--- src/rtl/multdiv_pkg.sv ---
// Shared types and constants for the multdiv sequencer: FSM states, adder
// operation codes and product-register shift modes.
package multdiv_pkg;

  localparam int MD_WIDTH      = 32;
  localparam int MD_MULT_ITERS = MD_WIDTH / 2;
  localparam int MD_DIV_ITERS  = MD_WIDTH;
  localparam int MD_CNT_W      = 6;

  typedef enum logic [2:0] {
    ST_IDLE  = 3'd0,
    ST_LOAD  = 3'd1,
    ST_ITER  = 3'd2,
    ST_FIXUP = 3'd3,
    ST_DONE  = 3'd4
  } state_e;

  typedef enum logic [1:0] {
    ALU_NONE = 2'b00,
    ALU_ADD  = 2'b01,
    ALU_SUB  = 2'b10
  } alu_op_e;

  typedef enum logic [1:0] {
    SH_HOLD = 2'b00,
    SH_ASR2 = 2'b01,
    SH_SHL1 = 2'b10
  } shift_e;

endpackage

--- src/rtl/multdiv_ctrl_if.sv ---
// Control/status bundle between the multdiv sequencer (slave) and the
// processor/datapath side that feeds it (master).
interface multdiv_ctrl_if;
  import multdiv_pkg::*;

  logic       ctrl_mult;
  logic       ctrl_div;
  logic [2:0] prod_lsb;
  logic       rem_neg;
  logic       divisor_zero;
  logic       ovf_detect;

  logic       preg_en;
  logic       preg_clr;
  logic       preg_init;
  alu_op_e    alu_op;
  logic       alu_x2;
  shift_e     shift_mode;
  logic       qbit;
  logic       sign_fix;
  logic       is_div;
  logic       busy;
  logic       result_rdy;
  logic       exception;

  modport slave (
    input  ctrl_mult, ctrl_div, prod_lsb, rem_neg, divisor_zero, ovf_detect,
    output preg_en, preg_clr, preg_init, alu_op, alu_x2, shift_mode, qbit,
           sign_fix, is_div, busy, result_rdy, exception
  );

  modport master (
    output ctrl_mult, ctrl_div, prod_lsb, rem_neg, divisor_zero, ovf_detect,
    input  preg_en, preg_clr, preg_init, alu_op, alu_x2, shift_mode, qbit,
           sign_fix, is_div, busy, result_rdy, exception
  );

endinterface

--- src/rtl/booth4_decode.sv ---
// Radix-4 Booth recoder: maps the 3-bit multiplier window (with implicit
// bit) to the adder operation and the 2*M operand select.
module booth4_decode
  import multdiv_pkg::*;
(
  input  logic [2:0] win_i,
  output alu_op_e    alu_op_o,
  output logic       alu_x2_o
);

  always_comb begin
    // NOTE: defaults first so every path assigns both outputs; no latch can be inferred.
    alu_op_o = ALU_NONE;
    alu_x2_o = 1'b0;
    case (win_i)
      3'b001, 3'b010: alu_op_o = ALU_ADD;
      3'b011: begin
        alu_op_o = ALU_ADD;
        alu_x2_o = 1'b1;
      end
      3'b100: begin
        alu_op_o = ALU_SUB;
        alu_x2_o = 1'b1;
      end
      3'b101, 3'b110: alu_op_o = ALU_SUB;
      default: ;
    endcase
  end

endmodule

--- src/rtl/multdiv_ctrl.sv ---
// Sequencer for the shared 65-bit product/remainder register: radix-4 Booth
// multiply and restoring divide on one datapath, with abort-on-restart.
module multdiv_ctrl
  import multdiv_pkg::*;
#(
  parameter int MULT_ITERS = MD_MULT_ITERS,
  parameter int DIV_ITERS  = MD_DIV_ITERS,
  parameter int CNT_W      = MD_CNT_W
) (
  input logic          clk,
  input logic          clr_n,
  multdiv_ctrl_if.slave md_if
);

  localparam logic [CNT_W-1:0] MULT_LAST = CNT_W'(MULT_ITERS - 1);
  localparam logic [CNT_W-1:0] DIV_LAST  = CNT_W'(DIV_ITERS - 1);

  state_e           state_q, state_d;
  logic [CNT_W-1:0] cnt_q, cnt_d;
  logic             is_div_q, is_div_d;
  logic             dz_q, dz_d;

  alu_op_e booth_op;
  logic    booth_x2;
  logic    last_iter;

  logic    preg_en, preg_init, alu_x2, qbit, sign_fix, busy, result_rdy, exception;
  alu_op_e alu_op;
  shift_e  shift_mode;

  booth4_decode u_booth (
    .win_i    (md_if.prod_lsb),
    .alu_op_o (booth_op),
    .alu_x2_o (booth_x2)
  );

  assign last_iter = is_div_q ? (cnt_q == DIV_LAST) : (cnt_q == MULT_LAST);

  always_comb begin
    state_d    = state_q;
    cnt_d      = cnt_q;
    is_div_d   = is_div_q;
    dz_d       = dz_q;
    preg_en    = 1'b0;
    preg_init  = 1'b0;
    alu_op     = ALU_NONE;
    alu_x2     = 1'b0;
    shift_mode = SH_HOLD;
    qbit       = 1'b0;
    sign_fix   = 1'b0;
    busy       = 1'b0;
    result_rdy = 1'b0;
    exception  = 1'b0;

    case (state_q)
      ST_LOAD: begin
        busy      = 1'b1;
        preg_en   = 1'b1;
        preg_init = 1'b1;
        cnt_d     = '0;
        state_d   = ST_ITER;
      end
      ST_ITER: begin
        busy    = 1'b1;
        preg_en = 1'b1;
        cnt_d   = cnt_q + CNT_W'(1);
        if (is_div_q) begin
          // Trial subtract every cycle; a negative result keeps the shifted value.
          shift_mode = SH_SHL1;
          alu_op     = ALU_SUB;
          qbit       = ~md_if.rem_neg;
          if (last_iter) state_d = ST_FIXUP;
        end else begin
          shift_mode = SH_ASR2;
          alu_op     = booth_op;
          alu_x2     = booth_x2;
          if (last_iter) state_d = ST_DONE;
        end
      end
      ST_FIXUP: begin
        busy     = 1'b1;
        preg_en  = 1'b1;
        sign_fix = 1'b1;
        state_d  = ST_DONE;
      end
      ST_DONE: begin
        result_rdy = 1'b1;
        exception  = is_div_q ? dz_q : md_if.ovf_detect;
        state_d    = ST_IDLE;
      end
      default: state_d = ST_IDLE;
    endcase

    // A start pulse in any state restarts; multiply has priority over divide.
    if (md_if.ctrl_mult) begin
      state_d  = ST_LOAD;
      is_div_d = 1'b0;
      dz_d     = 1'b0;
    end else if (md_if.ctrl_div) begin
      is_div_d = 1'b1;
      dz_d     = md_if.divisor_zero;
      state_d  = md_if.divisor_zero ? ST_DONE : ST_LOAD;
    end
  end

  always_ff @(posedge clk) begin
    // NOTE: non-blocking updates so all flops sample pre-edge values together.
    if (!clr_n) begin
      state_q  <= ST_IDLE;
      cnt_q    <= '0;
      is_div_q <= 1'b0;
      dz_q     <= 1'b0;
    end else begin
      state_q  <= state_d;
      cnt_q    <= cnt_d;
      is_div_q <= is_div_d;
      dz_q     <= dz_d;
    end
  end

  assign md_if.preg_en    = preg_en;
  assign md_if.preg_clr   = ~clr_n;
  assign md_if.preg_init  = preg_init;
  assign md_if.alu_op     = alu_op;
  assign md_if.alu_x2     = alu_x2;
  assign md_if.shift_mode = shift_mode;
  assign md_if.qbit       = qbit;
  assign md_if.sign_fix   = sign_fix;
  assign md_if.is_div     = is_div_q;
  assign md_if.busy       = busy;
  assign md_if.result_rdy = result_rdy;
  assign md_if.exception  = exception;

endmodule

--- src/flat_wrapper.sv ---
// flat-port wrapper written by rule: the top's interface ports become plain ports
module multdiv_ctrl_flat import multdiv_pkg::*;
#(
  parameter int MULT_ITERS = MD_MULT_ITERS,
  parameter int DIV_ITERS  = MD_DIV_ITERS,
  parameter int CNT_W      = MD_CNT_W
)
  (clk, clr_n, md_if_ctrl_mult, md_if_ctrl_div, md_if_prod_lsb, md_if_rem_neg, md_if_divisor_zero, md_if_ovf_detect, md_if_preg_en, md_if_preg_clr, md_if_preg_init, md_if_alu_op, md_if_alu_x2, md_if_shift_mode, md_if_qbit, md_if_sign_fix, md_if_is_div, md_if_busy, md_if_result_rdy, md_if_exception);
  multdiv_ctrl_if md_if_i ();
  input logic clk;
  input logic clr_n;
  input wire logic [$bits(md_if_i.ctrl_mult)-1:0] md_if_ctrl_mult;
  input wire logic [$bits(md_if_i.ctrl_div)-1:0] md_if_ctrl_div;
  input wire logic [$bits(md_if_i.prod_lsb)-1:0] md_if_prod_lsb;
  input wire logic [$bits(md_if_i.rem_neg)-1:0] md_if_rem_neg;
  input wire logic [$bits(md_if_i.divisor_zero)-1:0] md_if_divisor_zero;
  input wire logic [$bits(md_if_i.ovf_detect)-1:0] md_if_ovf_detect;
  output wire logic [$bits(md_if_i.preg_en)-1:0] md_if_preg_en;
  output wire logic [$bits(md_if_i.preg_clr)-1:0] md_if_preg_clr;
  output wire logic [$bits(md_if_i.preg_init)-1:0] md_if_preg_init;
  output wire logic [$bits(md_if_i.alu_op)-1:0] md_if_alu_op;
  output wire logic [$bits(md_if_i.alu_x2)-1:0] md_if_alu_x2;
  output wire logic [$bits(md_if_i.shift_mode)-1:0] md_if_shift_mode;
  output wire logic [$bits(md_if_i.qbit)-1:0] md_if_qbit;
  output wire logic [$bits(md_if_i.sign_fix)-1:0] md_if_sign_fix;
  output wire logic [$bits(md_if_i.is_div)-1:0] md_if_is_div;
  output wire logic [$bits(md_if_i.busy)-1:0] md_if_busy;
  output wire logic [$bits(md_if_i.result_rdy)-1:0] md_if_result_rdy;
  output wire logic [$bits(md_if_i.exception)-1:0] md_if_exception;
  assign md_if_i.ctrl_mult = md_if_ctrl_mult;
  assign md_if_i.ctrl_div = md_if_ctrl_div;
  assign md_if_i.prod_lsb = md_if_prod_lsb;
  assign md_if_i.rem_neg = md_if_rem_neg;
  assign md_if_i.divisor_zero = md_if_divisor_zero;
  assign md_if_i.ovf_detect = md_if_ovf_detect;
  assign md_if_preg_en = md_if_i.preg_en;
  assign md_if_preg_clr = md_if_i.preg_clr;
  assign md_if_preg_init = md_if_i.preg_init;
  assign md_if_alu_op = md_if_i.alu_op;
  assign md_if_alu_x2 = md_if_i.alu_x2;
  assign md_if_shift_mode = md_if_i.shift_mode;
  assign md_if_qbit = md_if_i.qbit;
  assign md_if_sign_fix = md_if_i.sign_fix;
  assign md_if_is_div = md_if_i.is_div;
  assign md_if_busy = md_if_i.busy;
  assign md_if_result_rdy = md_if_i.result_rdy;
  assign md_if_exception = md_if_i.exception;
  multdiv_ctrl #(.MULT_ITERS(MULT_ITERS), .DIV_ITERS(DIV_ITERS), .CNT_W(CNT_W)) u_core (.clk(clk), .clr_n(clr_n), .md_if(md_if_i));
endmodule
--- config.mk ---
export PLATFORM = sky130hd
export DESIGN_NAME = multdiv_ctrl_flat
export DESIGN_NICKNAME = d
export VERILOG_FILES = /design/src/rtl/multdiv_pkg.sv /design/src/rtl/multdiv_ctrl_if.sv /design/src/rtl/booth4_decode.sv /design/src/rtl/multdiv_ctrl.sv /design/src/flat_wrapper.sv
export SDC_FILE = /design/constraint.sdc
export NUM_CORES = 1
export LEC_CHECK = 0
export ABC_AREA = 1
export CORE_MARGIN = 2
export CORE_UTILIZATION = 42
export DETAILED_ROUTE_END_ITERATION = 6
export HOLD_SLACK_MARGIN = 0.08
export PLACE_DENSITY_LB_ADDON = 0.3
export SETUP_SLACK_MARGIN = 0.2
export SYNTH_ARGS = -nofsm -noshare
export SYNTH_HDL_FRONTEND = slang
export SYNTH_SLANG_ARGS = --single-unit
--- constraint.sdc ---
create_clock -name clk -period 1.35 [get_ports clk]
set_clock_uncertainty 0.05 [all_clocks]
set_input_delay 0.27 -clock clk [delete_from_list [all_inputs] [get_ports clk]]
set_output_delay 0.27 -clock clk [all_outputs]
set_load 0.005 [all_outputs]
==> flow_metrics.tcl <==
set metrics [dict create \
    outcome "finished with violations" \
    failing_checks "setup timing" \
    buffer_ports.inserted 23 \
    global_route.usage.total_pct 22.70 \
    grt_setup_unrepaired "true" \
    layout_commonest_cell "nand2_1" \
    peakVddDrop_mv 0.6004 \
    total_nets_final 160 \
    floorplan.core_area_sq_um 1471 \
    clock_sink_count 11 \
    design_area_sq_um 1209 \
    stdcell_count 164 \
    layout.cells.most_common_list "nand2_1, buf_4, nand2_2, a21oi_2, inv_1" \
    cp_slowest_stage_delay_ns 0.33 \
    postLayoutSetupSlackWorst_ns -0.2330 \
    globalplace.congestion 0.8305 \
    fmax_ghz 0.6317 \
    slew_headroom_pct 85.20 \
    clockBufferDepth 2 \
    synthesis.yosys.warnings 0 \
    grt_pass1_wl_um 3215 \
    cts_root_buffer "clkbuf_4" \
    drt-vias-per-instance 5.220 \
    grt_antenna_before_repair 0 \
    route.detailed.drc 0 \
    synth-simple-area-share_pct 38.42 \
    yosys-mux-area-fraction_pct 0 \
    grt_max_degree 9 \
    detailed_place_hpwl_um 1401 \
    detailedRoute.firstIterationViolations 11 \
    path_cells "inv_4 -> buf_6 -> nand3_4 -> nor2_4 -> inv_2 -> a211oi_2 -> buf_2" \
    row_count 14 \
    detailedPlace.worstSlack_ns -0.6092 \
    lkg_pwr_uw 0.0005299 \
    synthXorXnorAreaFrac_pct 0 \
    power.density_cell_area_nw_per_um2 610.7 \
    global_route.overflow_total 0 \
    worst_path_max_delay_cell "dfxtp_2" \
    post_synth_instance_area_sq_um 648.1 \
    critical_path.startpoint_type "register" \
    post_synth_num_cell_types 20 \
    clkSlewWorstSetupHoldPaths_ns 0.07 \
    cp_data_required_time_ns 1.03 \
    cells_after_synthesis 101 \
    syn-num-nets 112 \
    die_area_sq_um 1873 \
    finalPower_uw 738.2 \
    worst-path-max-fanout 4 \
    post-route-period-util_pct 117.3 \
    die_w_um 43.28 \
    hold_class "register to register" \
    wl_per_cell_um 12.53 \
    grt_pass1_vias 821 \
    final_count_of_hold_timing_violations 0 \
    antenna_cells 0 \
    arrival_ns 1.26 \
    dr_wl_met2_um 1056 \
    dr.max_layer_used "met4" \
    multi_input_comb_area_sq_um 483.0 \
    syn2layout_area_growth_pct 86.49 \
    detailed_place.area_sq_um 1017 \
    seq_area_frac_synth_pct 33.98 \
    tritoncts_buffers 3 \
    tritoncts "built" \
    initial_utilization_pct 44.05 \
    yosys_register_bits 11 \
    drive_above_1_share_pct 55.41 \
    finalWorstPathRequiredPeriod_ns 1.583 \
    met3_wirelength_um 103 \
    synth-compound-area-share_pct 15.64 \
    max_cap_violations 0 \
    place.detailed.instances 154 \
    worst_skew_pair.late_latency_ns 0.27 \
    wirelength_um 2055 \
    post_synth_fa_ha_maj_area_fraction_pct 1.931 \
    cts_htree_levels 1 \
    die_h_um 43.28 \
    setup_viol_count_final 12 \
    met1_length_um 842 \
    postSynthAreaPerCell_sq_um 6.417 \
    num-fill-cells 91 \
    dominant_combinational_cell_family_by_area_after_synthesis "simple AND/OR/NAND/NOR gates" \
    dr_total_vias 856 \
    worst_setup_path_end_kind "primary output" \
    firstDrtPassIters 4 \
    max_slew.worst_pin.slew_ns 0.2213 \
    layout.area.seq_sq_um 234.0 \
    boundaryPins 24 \
    ant_nets 0 \
    timing.final.max_slew_violations 0 \
    timing.setup.critical_path_class "register to primary output" \
]
## worst max-delay path, delay by kind of cell, from the launching register on
family | cells | cell delay, ns
AO/OA/AOI/OAI | 1 | 0.12
buffers and inverters | 4 | 0.36
flip-flops | 1 | 0.33
AND/OR/NAND/NOR | 2 | 0.18
## timing repair
item / in CTS / in global routing
endpoints found under the setup margin: 22 / 22
setup buffers: 5 / 1
pin swaps: 8 / 3
hold buffers: 0 / 0
resized for setup: 84 / 17
endpoints found under the hold margin: 0 / 0
## cell usage after synthesis
cell type,count,area (sq um)
nand2_1,33,123.9
dfxtp_1,11,220.2
a21oi_1,10,50.05
nor2_1,9,33.78
inv_1,8,30.03
inv_2,6,22.52
nand3_1,5,25.02
nor2_2,3,18.77
a21boi_0,2,15.01
nand3_2,2,20.02
nand4_1,2,12.51
o21ai_0,2,10.01
a211oi_2,1,12.51
a21oi_2,1,8.760
buf_4,1,7.510
clkinv_2,1,5.000
ha_1,1,12.51
nor3_1,1,5.000
nor3_2,1,10.01
o21ai_1,1,5.000
## layer usage
layer,global-route usage (%),up-vias
met3,2.128,7
met4,13.94,0
met1,23.64,396
li1,-,424
met5,0,-
met2,42.39,29
## layout make-up
type,count,area share [%]
tap,16,1.656
inverter,15,6.315
clock buffer,4,2.174
sequential,11,19.36
multi-input combinational,74,39.96
timing repair buffer,44,30.54
## final timing paths
check | start | endpoint | slack [ns] | cells after the start
worst max-delay path | u_core.state_q[2] | md_if_alu_x2 | -0.23 | 7
worst min-delay path | u_core.cnt_q[1] | u_core.cnt_q[1] | 0.43 | 2
worst max register to register | u_core.state_q[0] | u_core.state_q[0] | 0.03 | 10
worst min register to register | u_core.cnt_q[1] | u_core.cnt_q[1] | 0.43 | 2
## power breakdown
part / switching [uW] / internal (uW)
sequential: 11.3 / 329
combinational: 83.1 / 87.0
clock: 113 / 115
## state kept, by name (all words and copies together), names as in the netlist
name	flops
u_core.cnt_q	6
u_core.state_q	3
u_core.dz_q	1
u_core.md_if.is_div	1
## per-stage QoR
stage	util [%]	hold slack [ns]	setup TNS, ns
detailed placement	69.13	0.4242	-3.701
global route	82.14	0.4463	-2.440
floorplan	-	0.3408	0
finish	82.14	0.4302	-1.812
global placement	69.13	0.4108	-3.401
CTS	78.66	0.4331	-1.642
## cell families (layout without fill, tap and decap cells)
kind of cell | after synthesis | in the layout
adders and majority gates | 1 | 1
AOI/OAI and AO/OA | 17 | 17
DFF | 11 | 11
buffers and inverters | 16 | 63
and+or+nand+nor | 56 | 56
Note: power is estimated with default switching activity, not from simulation.
